$ cat src/rtl/controle_escrita_reg.sv
// controle_escrita_reg
// Register-file write-back sequencer. Accepts a write-back request from the
// main control, optionally waits for memory read data (bounded by a 4-bit
// wait counter), then issues one or two register-file writes and reports
// completion. Invalid request codes and memory-wait timeouts are flagged
// with single-cycle registered pulses.

module controle_escrita_reg (
  input  logic       clk,
  input  logic       reset,
  input  logic       iniciarEscrita,
  input  logic [2:0] tipoEscrita,
  input  logic       dadoPronto,
  output logic [1:0] RegWriteMUX,
  output logic [1:0] selDadoEscrita,
  output logic       RegWrite,
  output logic       ocupado,
  output logic       concluido,
  output logic       erroTipo,
  output logic       erroTimeout
);

  // Write-back kinds carried on tipoEscrita
  localparam logic [2:0] TIPO_R    = 3'b000;
  localparam logic [2:0] TIPO_IALU = 3'b001;
  localparam logic [2:0] TIPO_LOAD = 3'b010;
  localparam logic [2:0] TIPO_JAL  = 3'b011;
  localparam logic [2:0] TIPO_PUSH = 3'b100;
  localparam logic [2:0] TIPO_POP  = 3'b101;

  // Destination register select
  localparam logic [1:0] DEST_RT = 2'b00;
  localparam logic [1:0] DEST_SP = 2'b01;  // register 29
  localparam logic [1:0] DEST_RA = 2'b10;  // register 31
  localparam logic [1:0] DEST_RD = 2'b11;

  // Write-data source select
  localparam logic [1:0] SRC_ALU = 2'b00;
  localparam logic [1:0] SRC_MEM = 2'b01;
  localparam logic [1:0] SRC_PC  = 2'b10;
  localparam logic [1:0] SRC_SP  = 2'b11;

  // Last value of the wait counter before a missing dadoPronto is a timeout
  localparam logic [3:0] ESPERA_MAX = 4'hF;

  typedef enum logic [2:0] {
    OCIOSO      = 3'd0,
    AGUARDA_MEM = 3'd1,
    ESCREVE1    = 3'd2,
    ESCREVE2    = 3'd3,
    FIM         = 3'd4
  } estado_t;

  estado_t    state_reg, state_next;
  logic [2:0] tipo_reg, tipo_next;
  logic [3:0] espera_reg, espera_next;
  logic       erro_tipo_reg, erro_tipo_next;
  logic       erro_timeout_reg, erro_timeout_next;

  // Codes 110 and 111 have no defined write-back
  logic tipo_valido;
  assign tipo_valido = (tipoEscrita[2:1] != 2'b11);

  // Only loads and pops need to wait for memory data before writing
  logic precisa_mem;
  assign precisa_mem = (tipoEscrita == TIPO_LOAD) || (tipoEscrita == TIPO_POP);

  // State register plus latched type, wait counter and error pulse flops
  always_ff @(posedge clk) begin
    if (!reset) begin
      state_reg        <= OCIOSO;
      tipo_reg         <= 3'b000;
      espera_reg       <= 4'd0;
      erro_tipo_reg    <= 1'b0;
      erro_timeout_reg <= 1'b0;
    end else begin
      state_reg        <= state_next;
      tipo_reg         <= tipo_next;
      espera_reg       <= espera_next;
      erro_tipo_reg    <= erro_tipo_next;
      erro_timeout_reg <= erro_timeout_next;
    end
  end

  // Next-state logic: acceptance, memory wait with timeout, write sequencing
  always_comb begin
    state_next        = state_reg;
    tipo_next         = tipo_reg;
    espera_next       = espera_reg;
    erro_tipo_next    = 1'b0;
    erro_timeout_next = 1'b0;
    case (state_reg)
      OCIOSO: begin
        // Requests are only looked at here, so anything raised while busy
        // is simply dropped.
        if (iniciarEscrita) begin
          if (tipo_valido) begin
            tipo_next   = tipoEscrita;
            espera_next = 4'd0;
            state_next  = precisa_mem ? AGUARDA_MEM : ESCREVE1;
          end else begin
            erro_tipo_next = 1'b1;
          end
        end
      end
      AGUARDA_MEM: begin
        // Data arriving on the last allowed cycle still wins over timeout
        if (dadoPronto) begin
          state_next = ESCREVE1;
        end else if (espera_reg == ESPERA_MAX) begin
          state_next        = OCIOSO;
          erro_timeout_next = 1'b1;
        end else begin
          espera_next = espera_reg + 4'd1;
        end
      end
      ESCREVE1: begin
        state_next = (tipo_reg == TIPO_POP) ? ESCREVE2 : FIM;
      end
      ESCREVE2: begin
        state_next = FIM;
      end
      FIM: begin
        state_next = OCIOSO;
      end
      default: begin
        state_next = OCIOSO;
      end
    endcase
  end

  // Moore output decode from the current state and the latched type
  always_comb begin
    RegWrite       = 1'b0;
    RegWriteMUX    = DEST_RT;
    selDadoEscrita = SRC_ALU;
    ocupado        = (state_reg != OCIOSO);
    concluido      = (state_reg == FIM);
    case (state_reg)
      ESCREVE1: begin
        RegWrite = 1'b1;
        case (tipo_reg)
          TIPO_R: begin
            RegWriteMUX    = DEST_RD;
            selDadoEscrita = SRC_ALU;
          end
          TIPO_IALU: begin
            RegWriteMUX    = DEST_RT;
            selDadoEscrita = SRC_ALU;
          end
          TIPO_LOAD: begin
            RegWriteMUX    = DEST_RT;
            selDadoEscrita = SRC_MEM;
          end
          TIPO_JAL: begin
            RegWriteMUX    = DEST_RA;
            selDadoEscrita = SRC_PC;
          end
          TIPO_PUSH: begin
            RegWriteMUX    = DEST_SP;
            selDadoEscrita = SRC_SP;
          end
          TIPO_POP: begin
            // First half of a pop: the loaded value goes to rt
            RegWriteMUX    = DEST_RT;
            selDadoEscrita = SRC_MEM;
          end
          default: begin
            RegWriteMUX    = DEST_RT;
            selDadoEscrita = SRC_ALU;
          end
        endcase
      end
      ESCREVE2: begin
        // Second half of a pop: stack pointer adjust
        RegWrite       = 1'b1;
        RegWriteMUX    = DEST_SP;
        selDadoEscrita = SRC_SP;
      end
      default: begin
        RegWrite       = 1'b0;
        RegWriteMUX    = DEST_RT;
        selDadoEscrita = SRC_ALU;
      end
    endcase
  end

  // Error pulses come straight from their flops
  assign erroTipo    = erro_tipo_reg;
  assign erroTimeout = erro_timeout_reg;

endmodule

$ cat config.mk
export PLATFORM = sky130hd
export DESIGN_NAME = controle_escrita_reg
export DESIGN_NICKNAME = d
export VERILOG_FILES = /design/src/rtl/controle_escrita_reg.sv
export SDC_FILE = /design/constraint.sdc
export NUM_CORES = 1
export LEC_CHECK = 0
export ABC_AREA = 1
export BUFFER_PORTS_ARGS = -buffer_cell sky130_fd_sc_hd__buf_2
export CELL_PAD_IN_SITES_DETAIL_PLACEMENT = 1
export CELL_PAD_IN_SITES_GLOBAL_PLACEMENT = 2
export CORE_MARGIN = 2
export CORE_UTILIZATION = 29
export CTS_BUF_LIST = sky130_fd_sc_hd__clkbuf_4 sky130_fd_sc_hd__clkbuf_8
export CTS_CLUSTER_SIZE = 20
export DETAILED_ROUTE_END_ITERATION = 16
export PLACE_DENSITY = 0.82
export SLEW_MARGIN = 10
export SYNTH_ARGS = -nofsm -noshare
export SYNTH_HDL_FRONTEND = slang
export SYNTH_SLANG_ARGS = --single-unit
$ cat constraint.sdc
create_clock -name clk -period 1.44 [get_ports clk]
set_input_delay 0.36 -clock clk [delete_from_list [all_inputs] [get_ports clk]]
set_output_delay 0.36 -clock clk [all_outputs]
set_load 0.05 [all_outputs]
# --- Word-level counts from Yosys, hierarchy flattened ---
# Cells that the tools add are included.
op_classes:
  reduce_logical: 12
  add_sub_neg: 1
  n_bitwise: 2
  mux: 19
  eq_ne: 17
op_table:
  columns: ["operator", "count"]
  rows:
  - ["2-to-1 mux 4 bit", 4]
  - ["equality test 3 x 2 -> 1 bit (second input constant)", 5]
  - ["2-to-1 mux 3 bit", 5]
  - ["equality test 3 bit (second input constant)", 4]
  - ["case mux 2 bit (3 select lines)", 2]
  - ["case mux 3 bit (4 select lines)", 1]
  - ["inequality test 2 bit (second input constant)", 5]
  - ["AND reduction 3 bit", 3]
  - ["case mux 2 bit (2 select lines)", 2]
  - ["case mux 4 bit (2 select lines)", 1]
  - ["zero test 3 bit", 2]
  - ["AND reduction 5 bit", 1]
  - ["adder 4 x 1 -> 4 bit (second input constant)", 1]
  - ["equality test 4 bit (second input constant)", 1]
  - ["OR reduction 2 bit", 2]
  - ["equality test 3 x 1 -> 1 bit (second input constant)", 1]
  - ["2-to-1 mux 1 bit", 3]
  - ["inequality test 3 bit (second input constant)", 1]
  - ["nonzero test 3 bit", 1]
  - ["OR reduction 3 bit", 1]
  - ["2-to-1 mux 2 bit", 1]
  - ["inverter 1 bit", 2]
  - ["nonzero test 2 bit", 1]
  - ["logical OR 1 bit", 1]
totals:
  out_inout_bits: 9
  wordCells: 56
  register_bits: 12

# --- Depth between registers and ports, before layout ---
depth:
  word_depth: 6
  mapped_depth: 8

# --- Worst setup path after synthesis ---
# Ideal clock, no wire load.
synth_path:
  kind: "reg-to-output"
  startpoint: "register state_reg[1]"
  endpoint: "output port selDadoEscrita[0]"
  t_required_ps: 1080
  path_slack_ps: -1005
  n_path_buf: 0
  arrival_ps: 2085
  stages_incl_launch_ff: 5
  path_cell_list: "dfxtp_1 > inv_2 > nor2_1 > inv_1 > a21oi_1"
synth_via:
  elab_chain_len: 2
synth_lines:
  columns: ["element", "line", "source"]
  rows:
  - ["start: declaration", "54", "estado_t state_reg, state_next;"]
  - ["start signal: assignment", "77", "state_reg <= state_next;"]
  - ["equality test 3 x 2 -> 1 bit", "139", "case (state_reg)"]
  - ["case mux 2 bit (2 select lines) *", "139", null]
  - ["end: declaration", "15", "output logic [1:0] selDadoEscrita,"]
# Every way passes the cells marked *; elsewhere a longest branch is shown, timed or not.

# --- Worst setup path in the final report ---
layout_path:
  startpoint: "register tipo_reg[1]"
  endpoint: "output port RegWriteMUX[0]"
layout_via:
  elab_chain_len: 3
layout_lines:
  columns: ["element", "line", "source"]
  rows:
  - ["start: declaration", "55", "logic [2:0] tipo_reg, tipo_next;"]
  - ["start signal: assignment", "78", "tipo_reg <= tipo_next;"]
  - ["equality test 3 bit, or another cell as far along", "142", "case (tipo_reg)"]
  - ["case mux 2 bit (3 select lines) *", "142", null]
  - ["case mux 2 bit (2 select lines) *", "139", null]
  - ["end: declaration", "14", "output logic [1:0] RegWriteMUX,"]
# Marks and branches as above.

==> impl_results.md <==
* Fill cell count at between 300 and 400
* Max-slew headroom at the worst pin at 0.807
* VDD IR max at roughly 530 uV
* Vias in the first global route at 723
* Initial antenna violation count at 0
* DRC Markers at 0
* Root Buffer: clkbuf_4
* Tightest Pin Transition at between 0.2 and 0.3 ns
* CP Class: reg2out
* # hold bufs at CTS at 0
* Fin Clk Skew at approximately 0.0027 ns
* Skew-Pair Late Insertion Delay at ~0.28 ns
* Row cnt at 18
* Synthesized flop and latch total at 12
* P_leak at between 0.5 and 0.6 nW
* Power Density at 1080 nW/um^2
* Critical Path AT at about 1.2 ns
* H-tree Lvls at 1
* Most frequent CP cell: nor2_4
* Critical-path maximum fanout at 3
* Total grt overflow at 0
* Worst Hold End: erroTimeout$_SDFF_PP0_
* Clock slew at reported path FFs at around 0.08 ns
* Crit path largest cell delay at between 0.3 and 0.4 ns
* Synth top area share at 0.330
* DP Wirelength at approximately 1500 microns
* GPL Wtd Cong at around 0.75
* Syn Inst Count at 109
* Final setup margin at -0.155 ns
* Critical R2R Launch: espera_reg[1]$_SDFFE_PN0P_
* Finished Cell Area at around 1200 sq um
* Drt pass-1 iters at 4
* Largest net degree at the start of global routing at 9
* Via count at about 800
* Cells on worst reg2reg path at 7
* Largest register FFs at 4
* CTS tree: done
* Total track usage at 0.158
* Die Wd at between 50 and 60 microns
* FF-to-FF setup slack at approximately 0.12 ns
* DRT iter0 DRCs at 3
* RSZ-0062 raised after global routing: yes
* CP required at around 1.1 ns
* Worst reg2reg path endpoint: espera_reg[0]$_SDFFE_PN0P_
* Violated checks: negative setup slack
* Avg Vias per Cell at 4.59
* First-pass GRT wire length at ~3300 microns
* CORE AREA at 2430 sq um
* Multi-input gate area at ~500 sq um
* Die Y at 54.1 microns
* Hold Slack at about 0.26 ns
* Post-layout util at 0.485
* Mapped Area at 728 sq um
* Clock sink count at 12
* Most common cell after layout, fill and taps aside: nand2_1
* Final Power at around 0.0013 W
* Crit-path cells: buf_6, nor2_4, buf_6, nor2_4, nor2_4, buf_8
* Most frequent cells in the layout: nand2_1, inv_1, buf_4
* Top cells by area, synth: dfxtp_1, inv_1, nand2_1
* Post-DR wirelength/cell at ~12 microns
* Cell at the slowest stage of the critical path: dfxtp_2
* Port bufs at 15
* CP Capture Type: output pin
* Worst Hold Depth at 2
* Count of final hold-check violations at 0
* Die area at 2930 sq um
* Sequential Area at ~260 sq um
* Min-Delay Path Class: in2reg
* Antenna-violating nets left at 0
* Mapped Avg Cell Area at ~6.7 sq um
* Count of cell types in the netlist at 21
* Share of cells above drive strength 1 at 0.500
* Status: finished, violations left
* Max-slew violations at 0
* P&R area growth vs syn at 62.0%
* Diodes inserted at 0
* Fmax at 627 MHz
* Initial Util at 0.299
* Io pins at 16
* Placed cell areas at between 900 and 1000 sq um
* Drt total wl at about 2100 microns
* Post-layout nets at roughly 150
* Synth warn at 0
* Hold_sp: dadoPronto
* CTS max path bufs at 2
* Total CTS buffers at 3
* Max cap viols at 0
* CP startpoint kind: flip-flop
* Post-synthesis sequential area ratio at 0.330
* Area leader, netlist: dfxtp_1
* Syn nets at approximately 120
* Final setup vio count at 4
* Final period util at 1.11
* Tmin final at between 1.5 and 2 ns
cell families (layout without fill, tap and decap cells):
logic type,count (synthesis),count (layout),synth area share
and+or+nand+nor,54,54,0.378
buffers and inverters,22,57,0.113
AOI/OAI and AO/OA,20,20,0.162
DFF,12,12,0.330
adders and majority gates,1,1,0.0172
stage by stage:
stage	setup TNS, ns	std cells	setup slack, ns
final	-0.589	174	-0.155
after global routing	-0.788	174	-0.206
after CTS	-0.559	170	-0.161
after detailed placement	-0.106	163	-0.104
after global placement	-0.0352	163	-0.0352
after floorplan	-0.385	109	-0.194
critical path, delay by kind of cell (launching register included):
family	cells	cell delay, ns
buf+inv	3	0.39
flops	1	0.33
simple gates	3	0.24
repair_timing:
item,in CTS,in global routing
gates resized for setup,30,17
pin swaps,2,5
endpoints found under the setup margin,7,12
setup buffers,4,4
worst max path at each step:
stage / from / to / slack, ns
2_1_floorplan: state_reg[0]$_SDFFE_PN0P_ / RegWriteMUX[1] / -0.19
3_3_place_gp: tipo_reg[1]$_SDFFE_PN0P_ / selDadoEscrita[0] / -0.04
3_5_place_dp: tipo_reg[1]$_SDFFE_PN0P_ / selDadoEscrita[0] / -0.10
4_1_cts: tipo_reg[2]$_SDFFE_PN0P_ / RegWriteMUX[1] / -0.16
5_1_grt: state_reg[1]$_SDFFE_PN0P_ / selDadoEscrita[0] / -0.21
6_report: tipo_reg[1]$_SDFFE_PN0P_ / RegWriteMUX[0] / -0.16
area by class of cell:
type                       count  share of cell area
sequential                    12               0.217
multi-input combinational     75               0.425
tap                           30              0.0318
inverter                      22              0.0785
timing repair buffer          32               0.228
clock buffer                   3              0.0191
report_power, final:
group | switching [W] | total, W | internal (W)
registers | 0.0000409 | 0.000414 | 0.000373
clock network | 0.000122 | 0.000219 | 0.0000970
logic | 0.000368 | 0.000642 | 0.000274
total | 0.000531 | 0.00128 | 0.000744
cells in the mapped netlist (all sizes together):
library cell  number
inv               22
nand2             18
nor2              16
dfxtp             12
nand3             12
a21oi             11
o21ai              8
nor3               4
nor4               2
ha                 1
nand4              1
o21bai             1
or2                1
per-layer routing:
| layer | global-route usage | up-vias | part of all wire |
|---|---|---|---|
| li1 | - | 421 | - |
| met1 | 0.221 | 358 | 0.50 |
| met2 | 0.240 | 15 | 0.46 |
| met3 | 0.0167 | 4 | 0.027 |
| met4 | 0.0750 | 0 | 0.013 |
| met5 | 0 | - | 0 |
(Power assumes the default switching activity.)
